### config.mk
export PLATFORM = sky130hd
export DESIGN_NAME = id_encoder
export DESIGN_NICKNAME = d
export VERILOG_FILES = /design/src/rtl/rv32_pkg.sv /design/src/rtl/id_imm_pack.sv /design/src/rtl/id_encoder.sv
export SDC_FILE = /design/constraint.sdc
export NUM_CORES = 1
export LEC_CHECK = 0
export BUFFER_PORTS_ARGS = -buffer_cell sky130_fd_sc_hd__buf_2
export CORE_ASPECT_RATIO = 0.9
export CORE_MARGIN = 2
export CORE_UTILIZATION = 30
export CTS_BUF_LIST = sky130_fd_sc_hd__clkbuf_4
export DETAILED_ROUTE_END_ITERATION = 10
export GPL_TIMING_DRIVEN = 0
export PLACE_DENSITY = 0.63
export RECOVER_POWER = 100
export SYNTH_ARGS = -nofsm -noshare
export SYNTH_HDL_FRONTEND = slang
export SYNTH_SLANG_ARGS = --single-unit
### constraint.sdc
create_clock -name clk -period 3 [get_ports clk]
set_input_delay 0.45 -clock clk [delete_from_list [all_inputs] [get_ports clk]]
set_output_delay 0.45 -clock clk [all_outputs]
set_load 0.1 [all_outputs]
### src/rtl/rv32_pkg.sv
// Shared RV32I encoding types: instruction formats, base opcodes and the
// decoded-field descriptor consumed by id_encoder.
package rv32_pkg;

  typedef enum logic [2:0] {
    FMT_R = 3'd0,
    FMT_I = 3'd1,
    FMT_S = 3'd2,
    FMT_B = 3'd3,
    FMT_U = 3'd4,
    FMT_J = 3'd5
  } fmt_e;

  localparam logic [6:0] OP_R      = 7'h33;
  localparam logic [6:0] OP_IMM    = 7'h13;
  localparam logic [6:0] OP_LOAD   = 7'h03;
  localparam logic [6:0] OP_STORE  = 7'h23;
  localparam logic [6:0] OP_BRANCH = 7'h63;
  localparam logic [6:0] OP_LUI    = 7'h37;
  localparam logic [6:0] OP_JAL    = 7'h6F;

  typedef struct packed {
    logic [2:0]  fmt;
    logic [6:0]  opcode;
    logic [2:0]  funct3;
    logic [6:0]  funct7;
    logic [4:0]  rd;
    logic [4:0]  rs1;
    logic [4:0]  rs2;
    logic [31:0] imm;
  } enc_req_t;

endpackage

### src/rtl/id_imm_pack.sv
// Scatters an immediate into instruction bits [31:7] for its format and
// flags immediates the format cannot represent (or an illegal format).
module id_imm_pack
  import rv32_pkg::*;
(
  input  logic [2:0]  fmt,
  input  logic [31:0] imm,
  output logic [31:7] imm_bits,
  output logic [31:7] imm_mask,
  output logic        imm_err
);

  // Per-format scatter of immediate bits plus representability check.
  always_comb begin
    imm_bits = 25'd0;
    imm_mask = 25'd0;
    imm_err  = 1'b0;
    case (fmt_e'(fmt))
      FMT_R: begin
        imm_err = 1'b0;
      end
      FMT_I: begin
        imm_bits[31:20] = imm[11:0];
        imm_mask[31:20] = 12'hFFF;
        imm_err         = (imm != {{20{imm[11]}}, imm[11:0]});
      end
      FMT_S: begin
        imm_bits[31:25] = imm[11:5];
        imm_bits[11:7]  = imm[4:0];
        imm_mask[31:25] = 7'h7F;
        imm_mask[11:7]  = 5'h1F;
        imm_err         = (imm != {{20{imm[11]}}, imm[11:0]});
      end
      FMT_B: begin
        imm_bits[31]    = imm[12];
        imm_bits[30:25] = imm[10:5];
        imm_bits[11:8]  = imm[4:1];
        imm_bits[7]     = imm[11];
        imm_mask[31:25] = 7'h7F;
        imm_mask[11:7]  = 5'h1F;
        imm_err         = (imm != {{19{imm[12]}}, imm[12:0]}) || imm[0];
      end
      FMT_U: begin
        imm_bits[31:12] = imm[31:12];
        imm_mask[31:12] = 20'hFFFFF;
        imm_err         = (imm[11:0] != 12'd0);
      end
      FMT_J: begin
        imm_bits[31]    = imm[20];
        imm_bits[30:21] = imm[10:1];
        imm_bits[20]    = imm[11];
        imm_bits[19:12] = imm[19:12];
        imm_mask[31:12] = 20'hFFFFF;
        imm_err         = (imm != {{11{imm[20]}}, imm[20:0]}) || imm[0];
      end
      default: begin
        imm_err = 1'b1;
      end
    endcase
  end

endmodule

### src/rtl/id_encoder.sv
// Streaming RV32I encoder: one descriptor per handshake into a single-entry
// output register, tagged with a sequential word address and error flags.
module id_encoder
  import rv32_pkg::*;
#(
  parameter int ADDR_W = 10
) (
  input  logic              clk,
  input  logic              rst,
  input  logic              clr,
  input  logic              in_valid,
  output logic              in_ready,
  input  logic [2:0]        in_fmt,
  input  logic [6:0]        in_opcode,
  input  logic [2:0]        in_funct3,
  input  logic [6:0]        in_funct7,
  input  logic [4:0]        in_rd,
  input  logic [4:0]        in_rs1,
  input  logic [4:0]        in_rs2,
  input  logic [31:0]       in_imm,
  output logic              out_valid,
  input  logic              out_ready,
  output logic [31:0]       out_instr,
  output logic [ADDR_W-1:0] out_addr,
  output logic              out_err,
  output logic              err_sticky
);

  localparam logic [ADDR_W-1:0] ADDR_ONE = {{(ADDR_W-1){1'b0}}, 1'b1};

  enc_req_t          req_s;
  logic [31:7]       imm_bits_s;
  logic [31:7]       imm_mask_s;
  logic              imm_err_s;
  logic [31:7]       reg_bits_s;
  logic [31:0]       enc_word_s;
  logic              accept_s;
  logic              drain_s;

  logic              valid_d, valid_q;
  logic [31:0]       instr_d, instr_q;
  logic [ADDR_W-1:0] addr_d, addr_q;
  logic              err_d, err_q;
  logic              sticky_d, sticky_q;

  assign req_s = '{fmt: in_fmt, opcode: in_opcode, funct3: in_funct3,
                   funct7: in_funct7, rd: in_rd, rs1: in_rs1, rs2: in_rs2,
                   imm: in_imm};

  id_imm_pack u_imm_pack (
    .fmt      (req_s.fmt),
    .imm      (req_s.imm),
    .imm_bits (imm_bits_s),
    .imm_mask (imm_mask_s),
    .imm_err  (imm_err_s)
  );

  assign in_ready = !clr && (!valid_q || out_ready);
  assign accept_s = in_valid && in_ready;
  assign drain_s  = valid_q && out_ready;

  // Register-index fields per format; immediate positions are left for imm_bits.
  always_comb begin
    reg_bits_s = 25'd0;
    case (fmt_e'(req_s.fmt))
      FMT_R:        reg_bits_s = {req_s.funct7, req_s.rs2, req_s.rs1, req_s.funct3, req_s.rd};
      FMT_I:        reg_bits_s = {12'd0, req_s.rs1, req_s.funct3, req_s.rd};
      FMT_S, FMT_B: reg_bits_s = {7'd0, req_s.rs2, req_s.rs1, req_s.funct3, 5'd0};
      FMT_U, FMT_J: reg_bits_s = {20'd0, req_s.rd};
      default:      reg_bits_s = 25'd0;
    endcase
  end

  // Final word; an illegal format encodes as all-zero.
  always_comb begin
    if (req_s.fmt > 3'd5) begin
      enc_word_s = 32'd0;
    end else begin
      enc_word_s = {(reg_bits_s & ~imm_mask_s) | imm_bits_s, req_s.opcode};
    end
  end

  // Next-state: clear wins, then drain (address/sticky) and fill can coincide.
  always_comb begin
    valid_d  = valid_q;
    instr_d  = instr_q;
    addr_d   = addr_q;
    err_d    = err_q;
    sticky_d = sticky_q;
    if (clr) begin
      valid_d  = 1'b0;
      instr_d  = 32'd0;
      addr_d   = {ADDR_W{1'b0}};
      err_d    = 1'b0;
      sticky_d = 1'b0;
    end else begin
      if (drain_s) begin
        addr_d   = addr_q + ADDR_ONE;
        sticky_d = sticky_q | err_q;
        valid_d  = 1'b0;
      end else begin
        addr_d = addr_q;
      end
      if (accept_s) begin
        valid_d = 1'b1;
        instr_d = enc_word_s;
        err_d   = imm_err_s;
      end else begin
        instr_d = instr_q;
      end
    end
  end

  // Output register, address counter and sticky error.
  always_ff @(posedge clk or posedge rst) begin
    if (rst) begin
      valid_q  <= 1'b0;
      instr_q  <= 32'd0;
      addr_q   <= {ADDR_W{1'b0}};
      err_q    <= 1'b0;
      sticky_q <= 1'b0;
    end else begin
      valid_q  <= valid_d;
      instr_q  <= instr_d;
      addr_q   <= addr_d;
      err_q    <= err_d;
      sticky_q <= sticky_d;
    end
  end

  assign out_valid  = valid_q;
  assign out_instr  = instr_q;
  assign out_addr   = addr_q;
  assign out_err    = err_q;
  assign err_sticky = sticky_q;

endmodule

# [Yosys cells after proc, flatten, opt, wreduce, memory -nomap -nowiden]
# Index checks and enable logic that the tools add are counted.
# W data, S select, Z words.
[word_totals] output_inout_bits=46 in_bits=72 register_bits=45 wordCells=59
[classes] n_lt_le_gt_ge=1 add_sub_neg=1 n_eq_ne=8 reduce_logical=18 bitwise=4 mux=22
[op_table] op="$pmux W25 S4" count=1
[op_table] op="$mux W32" count=3
[op_table] op="$pmux W7 S4" count=1
[op_table] op="$and A25 B25 Y25" count=1
[op_table] op="$not A25 Y25" count=1
[op_table] op="$or A25 B25 Y25" count=1
[op_table] op="$mux W10" count=2
[op_table] op="$ne A20 B20 Y1" count=1
[op_table] op="$ne A19 B19 Y1" count=1
[op_table] op="$mux W8" count=2
[op_table] op="$pmux W5 S3" count=1
[op_table] op="$reduce_bool A12 Y1" count=1
[op_table] op="$ne A11 B11 Y1" count=1
[op_table] op="$add A10 B1 Y10 const B" count=1
[op_table] op="$mux W5" count=2
[op_table] op="$pmux W5 S2" count=1
[op_table] op="$mux W1" count=7
[op_table] op="$mux W7" count=1
[op_table] op="$eq A3 B2 Y1 const B" count=2
[op_table] op="$eq A3 B3 Y1 const B" count=2
[op_table] op="$reduce_or A2 Y1" count=3
[op_table] op="$pmux W1 S5" count=1
[op_table] op="$reduce_or A5 Y1" count=1
[op_table] op="$reduce_bool A2 Y1" count=2
[op_table] op="other kinds (9)" count=14

# [Longest topological paths before layout]
[depth] depth_word=9 mapped_depth=7 ltp_nobuf=5

# [By module]
# Synthesis repeated with hierarchy kept, for this count alone.
[hier_totals] hier_cells=336 area_unflattened_um2=2947.8
[by_module_without_submodules] module="id_encoder" cells_each=195 area_each_um2=2078.2 instances=1 seq_area_each_um2=1126.1
[by_module_without_submodules] module="id_imm_pack" cells_each=141 area_each_um2=869.6 instances=1 seq_area_each_um2=0.0

# [Worst setup path after synthesis]
# OpenSTA, ideal clock, no wires.
[synth_path] kind="reg-to-reg" start="register valid_q (netlist: out_valid)" end="register err_q (netlist: out_err)" setup_slack_ns=-0.463 path_buffers=1 path_stages_with_launch=7 t_arrival_ns=3.324 period_less_slack_ns=3.463 setup_ns=0.140 required_time_ns=2.860 cell_sequence="dfrtp_1 nor2b_1 nor2_1 nand2_1 a21oi_1 buf_2 a41oi_1"
[synth_via] elab_chain_cells=5
[synth_lines] element="start: declaration" line_no="id_encoder.sv:40" rtl="logic valid_d, valid_q;"
[synth_lines] element="start signal: assignment" line_no="id_encoder.sv:123" rtl="valid_q <= valid_d;"
[synth_lines] element="$logic_not A1 Y1" line_no="id_encoder.sv:58" rtl="assign in_ready = !clr && (!valid_q || out_ready);"
[synth_lines] element="$logic_or A1 B1 Y1" line_no="id_encoder.sv:58"
[synth_lines] element="$logic_and A1 B1 Y1" line_no="id_encoder.sv:58"
[synth_lines] element="named net in_ready" line_no="id_encoder.sv:12" rtl="output logic in_ready,"
[synth_lines] element="$logic_and A1 B1 Y1" line_no="id_encoder.sv:59" rtl="assign accept_s = in_valid && in_ready;"
[synth_lines] element="$reduce_bool A2 Y1 (no line)"
[synth_lines] element="end signal: assignment" line_no="id_encoder.sv:126" rtl="err_q <= err_d;"
[synth_lines] element="end: declaration" line_no="id_encoder.sv:43" rtl="logic err_d, err_q;"
# The timed path passes the listed nets, and every way through them passes these cells.
# A chain may end at the register's enable or synchronous reset.

# [Final worst setup path]
[layout_path] start="register addr_q[3] (netlist: out_addr[3])" end="output out_addr[3]"
[layout_lines] element="start: declaration" line_no="id_encoder.sv:42" rtl="logic [ADDR_W-1:0] addr_d, addr_q;"
[layout_lines] element="start signal: assignment" line_no="id_encoder.sv:119" rtl="addr_q <= {ADDR_W{1'b0}};"
[layout_lines] element="start signal: assignment" line_no="id_encoder.sv:125" rtl="addr_q <= addr_d;"
[layout_lines] element="end: declaration" line_no="id_encoder.sv:24" rtl="output logic [ADDR_W-1:0] out_addr,"
# No word-level cell between the ends.

==> impl_metrics.prom <==
# TYPE chip_impl_metric gauge
chip_impl_info{name="cp_cell_sequence",value="clkbuf_1"} 1
chip_impl_metric{name="fin_crit_sh",unit="%"} 72.4
chip_impl_metric{name="wirelength",unit="mm"} 9.10
chip_impl_metric{name="ys_warn_count",unit=""} 0
chip_impl_metric{name="stdcell_area",unit="um2"} 3440
chip_impl_info{name="crit_path_end_kind",value="output port"} 1
chip_impl_metric{name="post_synth_mux_area_share",unit="%"} 1.63
chip_impl_metric{name="crit_path_max_fanout",unit=""} 6
chip_impl_info{name="combinational_family_with_the_most_area_after_synthesis",value="compound AO/OA/AOI/OAI gates"} 1
chip_impl_metric{name="pin_count_of_the_biggest_net_entering_global_routing",unit=""} 29
chip_impl_metric{name="die_w",unit="um"} 104
chip_impl_metric{name="max_cap_viol_count",unit=""} 1
chip_impl_metric{name="clkSlewWorstSetupHoldPaths",unit="ns"} 0.14
chip_impl_metric{name="yosys_register_bits",unit=""} 45
chip_impl_metric{name="cts-resized-gates",unit=""} 0
chip_impl_metric{name="report.final.slew_viol_count",unit=""} 29
chip_impl_metric{name="irDropWorstVdd",unit="mV"} 0.196
chip_impl_info{name="type_of_element_launching_the_critical_path",value="register"} 1
chip_impl_metric{name="std_cell_rows",unit=""} 32
chip_impl_info{name="cp_top_family",value="buffers and inverters"} 1
chip_impl_metric{name="yosysUniqueCellTypes",unit=""} 46
chip_impl_metric{name="max-slew-margin-rel",unit="%"} -0.990
chip_impl_metric{name="cellPowerDensity",unit="nW/um2"} 457
chip_impl_info{name="violations_in_the_final_reports",value="capacitance limit, slew limit"} 1
chip_impl_metric{name="htree_levels",unit=""} 2
chip_impl_metric{name="final_period_minus_worst_setup_slack",unit="ns"} 2.17
chip_impl_metric{name="layout-drive-gt1-share",unit="%"} 20.5
chip_impl_metric{name="synth_edf_count",unit=""} 0
chip_impl_metric{name="detailed_place.area",unit="um2"} 3440
chip_impl_metric{name="final.setup.tns",unit="ns"} 0
chip_impl_metric{name="post_cts_buffers",unit=""} 0
chip_impl_metric{name="postRouteAntennaNets",unit=""} 0
chip_impl_info{name="grt_setup_unrepaired",value="no"} 1
chip_impl_metric{name="clock-sinks",unit=""} 45
chip_impl_metric{name="final.setup.worst_slack",unit="ns"} 0.829
chip_impl_metric{name="grt_antenna_before_repair",unit=""} 0
chip_impl_metric{name="layout_fillers",unit=""} 933
chip_impl_metric{name="die_area",unit="um2"} 9740
chip_impl_metric{name="number_of_detailed_route_iterations_in_the_first_pass",unit=""} 5
chip_impl_metric{name="final_nets",unit=""} 502
chip_impl_metric{name="clock_insertion_delay_worst_skew",unit="ns"} 0.36
chip_impl_metric{name="ys_async_sr_fraction",unit="%"} 100
chip_impl_info{name="outcome",value="finished, violations left"} 1
chip_impl_metric{name="syn_avg_cell_area",unit="um2"} 8.79
chip_impl_metric{name="synth_seq_area_share",unit="%"} 41.9
chip_impl_metric{name="detail_route.drc_violations",unit=""} 0
chip_impl_metric{name="final-hold-violation-count",unit=""} 0
chip_impl_metric{name="max_slew.worst_pin.slew",unit="ns"} 1.51
chip_impl_metric{name="synth_xor_xnor_area_share",unit="%"} 2.93
chip_impl_metric{name="die_h",unit="um"} 93.8
chip_impl_metric{name="synthesis.instances",unit=""} 306
chip_impl_metric{name="synth_nets",unit=""} 379
chip_impl_metric{name="critical_path_buf_inv_count",unit=""} 1
chip_impl_metric{name="cts-hold-fix-buffers",unit=""} 0
chip_impl_metric{name="number_of_buffers_added_on_ports",unit=""} 115
chip_impl_metric{name="detail_route.vias_per_cell",unit=""} 5.26
chip_impl_info{name="holdCritPathClass",value="input pin to async pin"} 1
chip_impl_metric{name="netlist_area",unit="um2"} 2690
chip_impl_metric{name="synth-adder-area-share",unit="%"} 0.465
chip_impl_metric{name="io-pin-count",unit=""} 118
chip_impl_metric{name="place_worst_setup_slack",unit="ns"} 1.02
chip_impl_metric{name="tritoncts.num_buffers",unit=""} 5
chip_impl_metric{name="global_route_congestion_overflow_total",unit=""} 0
chip_impl_metric{name="final_util",unit="%"} 39.8
chip_impl_metric{name="cp_data_arrival_time",unit="ns"} 1.72
chip_impl_metric{name="placeableCoreArea",unit="um2"} 8650
chip_impl_metric{name="grt_usage",unit="%"} 18.5
chip_impl_metric{name="synth-compound-area-share",unit="%"} 26.2
chip_impl_metric{name="routed-via-count",unit=""} 2886
chip_impl_metric{name="cp.required",unit="ns"} 2.55
chip_impl_metric{name="hold_ws",unit="ns"} 0.171
chip_impl_metric{name="initial_core_util",unit="%"} 31.1
chip_impl_metric{name="wire_length_of_the_first_global_routing_pass",unit="mm"} 14.3
chip_impl_metric{name="detailedPlacementHpwl",unit="mm"} 7.06
chip_impl_metric{name="routed_wire_length_per_instance",unit="um"} 16.6
chip_impl_metric{name="fmax",unit="MHz"} 461
chip_impl_metric{name="setup_viols_final",unit=""} 0
chip_impl_info{name="setup.worst_path.class",value="register to output port"} 1
chip_impl_info{name="yosys_most_used_dff",value="dfrtp_1"} 1
chip_impl_metric{name="cellLeakagePower",unit="uW"} 0.00145
chip_impl_metric{name="clk_path_buf_depth",unit=""} 2
chip_impl_metric{name="drt-initial-drc-count",unit=""} 181
chip_impl_metric{name="number_of_global_route_vias_before_repair",unit=""} 2726
chip_impl_info{name="slowest_stage",value="clkbuf_1"} 1
chip_impl_info{name="clk_root_buffer_cell",value="clkbuf_4"} 1
chip_impl_metric{name="synth-simple-area-share",unit="%"} 22.4
chip_impl_metric{name="gp_congestion",unit=""} 0.902
chip_impl_info{name="cts_tree",value="yes"} 1
chip_impl_metric{name="max_stage_delay",unit="ns"} 0.88
chip_impl_metric{name="fin_worst_skew",unit="ns"} 0.0120
chip_impl_metric{name="num_antenna_cells",unit=""} 0
chip_impl_metric{name="area_growth",unit="%"} 28.0
==> report_power, final <==
part	internal [uW]	leakage [uW]	total, uW	switching (uW)
clock network	187	0.0000459	393	207
logic	115	0.000796	523	408
registers	637	0.000611	657	19.8
total	939	0.00145	1570	634
==> flip-flops by register name, summed over array words and instances (netlist names) <==
signal / cells
out_instr: 32
out_addr: 10
err_sticky: 1
out_err: 1
out_valid: 1
==> logic make-up (layout without fill, tap and decap cells) <==
group                      after synthesis  count (layout)
and+or+nand+nor                        114             114
AOI/OAI and AO/OA                      103             103
DFF                                     45              45
buffers and inverters                   30             154
xor gates and xnor gates                 9               9
muxes                                    4               4
adders and majority gates                1               1
==> final cells by class <==
class / instances / area (um2) / share of cell area (%)
Buffer: 23 / 91.3 / 2.65
Clock buffer: 6 / 45.0 / 1.31
Clock inverter: 2 / 38.8 / 1.13
Inverter: 7 / 26.3 / 0.764
Multi-Input combinational cell: 231 / 1440 / 41.9
Sequential cell: 45 / 1130 / 32.7
Tap cell: 119 / 149 / 4.33
Timing Repair Buffer: 116 / 522 / 15.2
==> cell usage in the layout (no fill, tap or decap), types with 2 or more instances in the layout <==
master	synthesis	routed
a31o_1	6	6
nand3_1	18	18
nand4_1	9	9
clkbuf_1	16	65
xor2_1	4	4
nor2b_1	19	19
a22o_1	11	11
mux2_2	2	2
clkbuf_4	0	6
nor3_1	6	6
nand2b_1	2	2
nand2_1	17	17
a41oi_1	2	2
o22a_1	6	6
buf_2	6	73
o21ai_0	15	18
nor4_1	8	8
nor2_1	25	25
or3_1	2	2
o21ai_1	7	4
or4_1	2	2
dfrtp_1	45	45
a211oi_1	3	3
xnor2_1	5	5
inv_1	7	7
a21oi_1	25	25
nand3b_1	2	2
a22oi_1	17	17
==> final timing paths <==
| path | start | depth (start not counted) | slack [ns] | end |
|---|---|---|---|---|
| min in group clk | in_opcode[1] | 2 | 0.30 | out_instr[1]$_DFFE_PP0P_ |
| setup reg to reg | out_valid$_DFFE_PP0P_ | 6 | 0.90 | out_err$_DFFE_PP0P_ |
| max in group asynchronous | rst | 3 | 0.99 | out_instr[27]$_DFFE_PP0P_ |
| hold reg to reg | out_instr[0]$_DFFE_PP0P_ | 1 | 0.52 | out_instr[0]$_DFFE_PP0P_ |
| hold / removal | rst | 2 | 0.17 | out_addr[9]$_DFFE_PP0P_ |
| setup / recovery | out_addr[3]$_DFFE_PP0P_ | 1 | 0.83 | out_addr[3] |
==> routing by layer <==
layer	routed length [um]	track usage [%]
met5	0	0
met4	102	4.50
met3	738	5.27
met2	4170	29.1
met1	4080	25.2
==> per-stage QoR <==
| stage | power [uW] | cells |
|---|---|---|
| after floorplan | 1050 | 306 |
| after global placement | 1190 | 540 |
| after detailed placement | 1200 | 541 |
| after CTS | 1600 | 549 |
| after global routing | 1650 | 549 |
| final | 1570 | 549 |
==> cell usage after synthesis, types with 8 or more instances <==
library cell / count / area share [%]
nand2_1: 17 / 2.4
a22oi_1: 17 / 4.7
o21ai_0: 15 / 2.8
nor2b_1: 19 / 4.4
nand4_1: 9 / 2.1
clkbuf_1: 16 / 2.2
a21oi_1: 25 / 4.7
a22o_1: 11 / 3.6
nor2_1: 25 / 3.5
nor4_1: 8 / 1.9
dfrtp_1: 45 / 42
nand3_1: 18 / 3.4
Note: power is estimated with default switching activity, not from simulation.
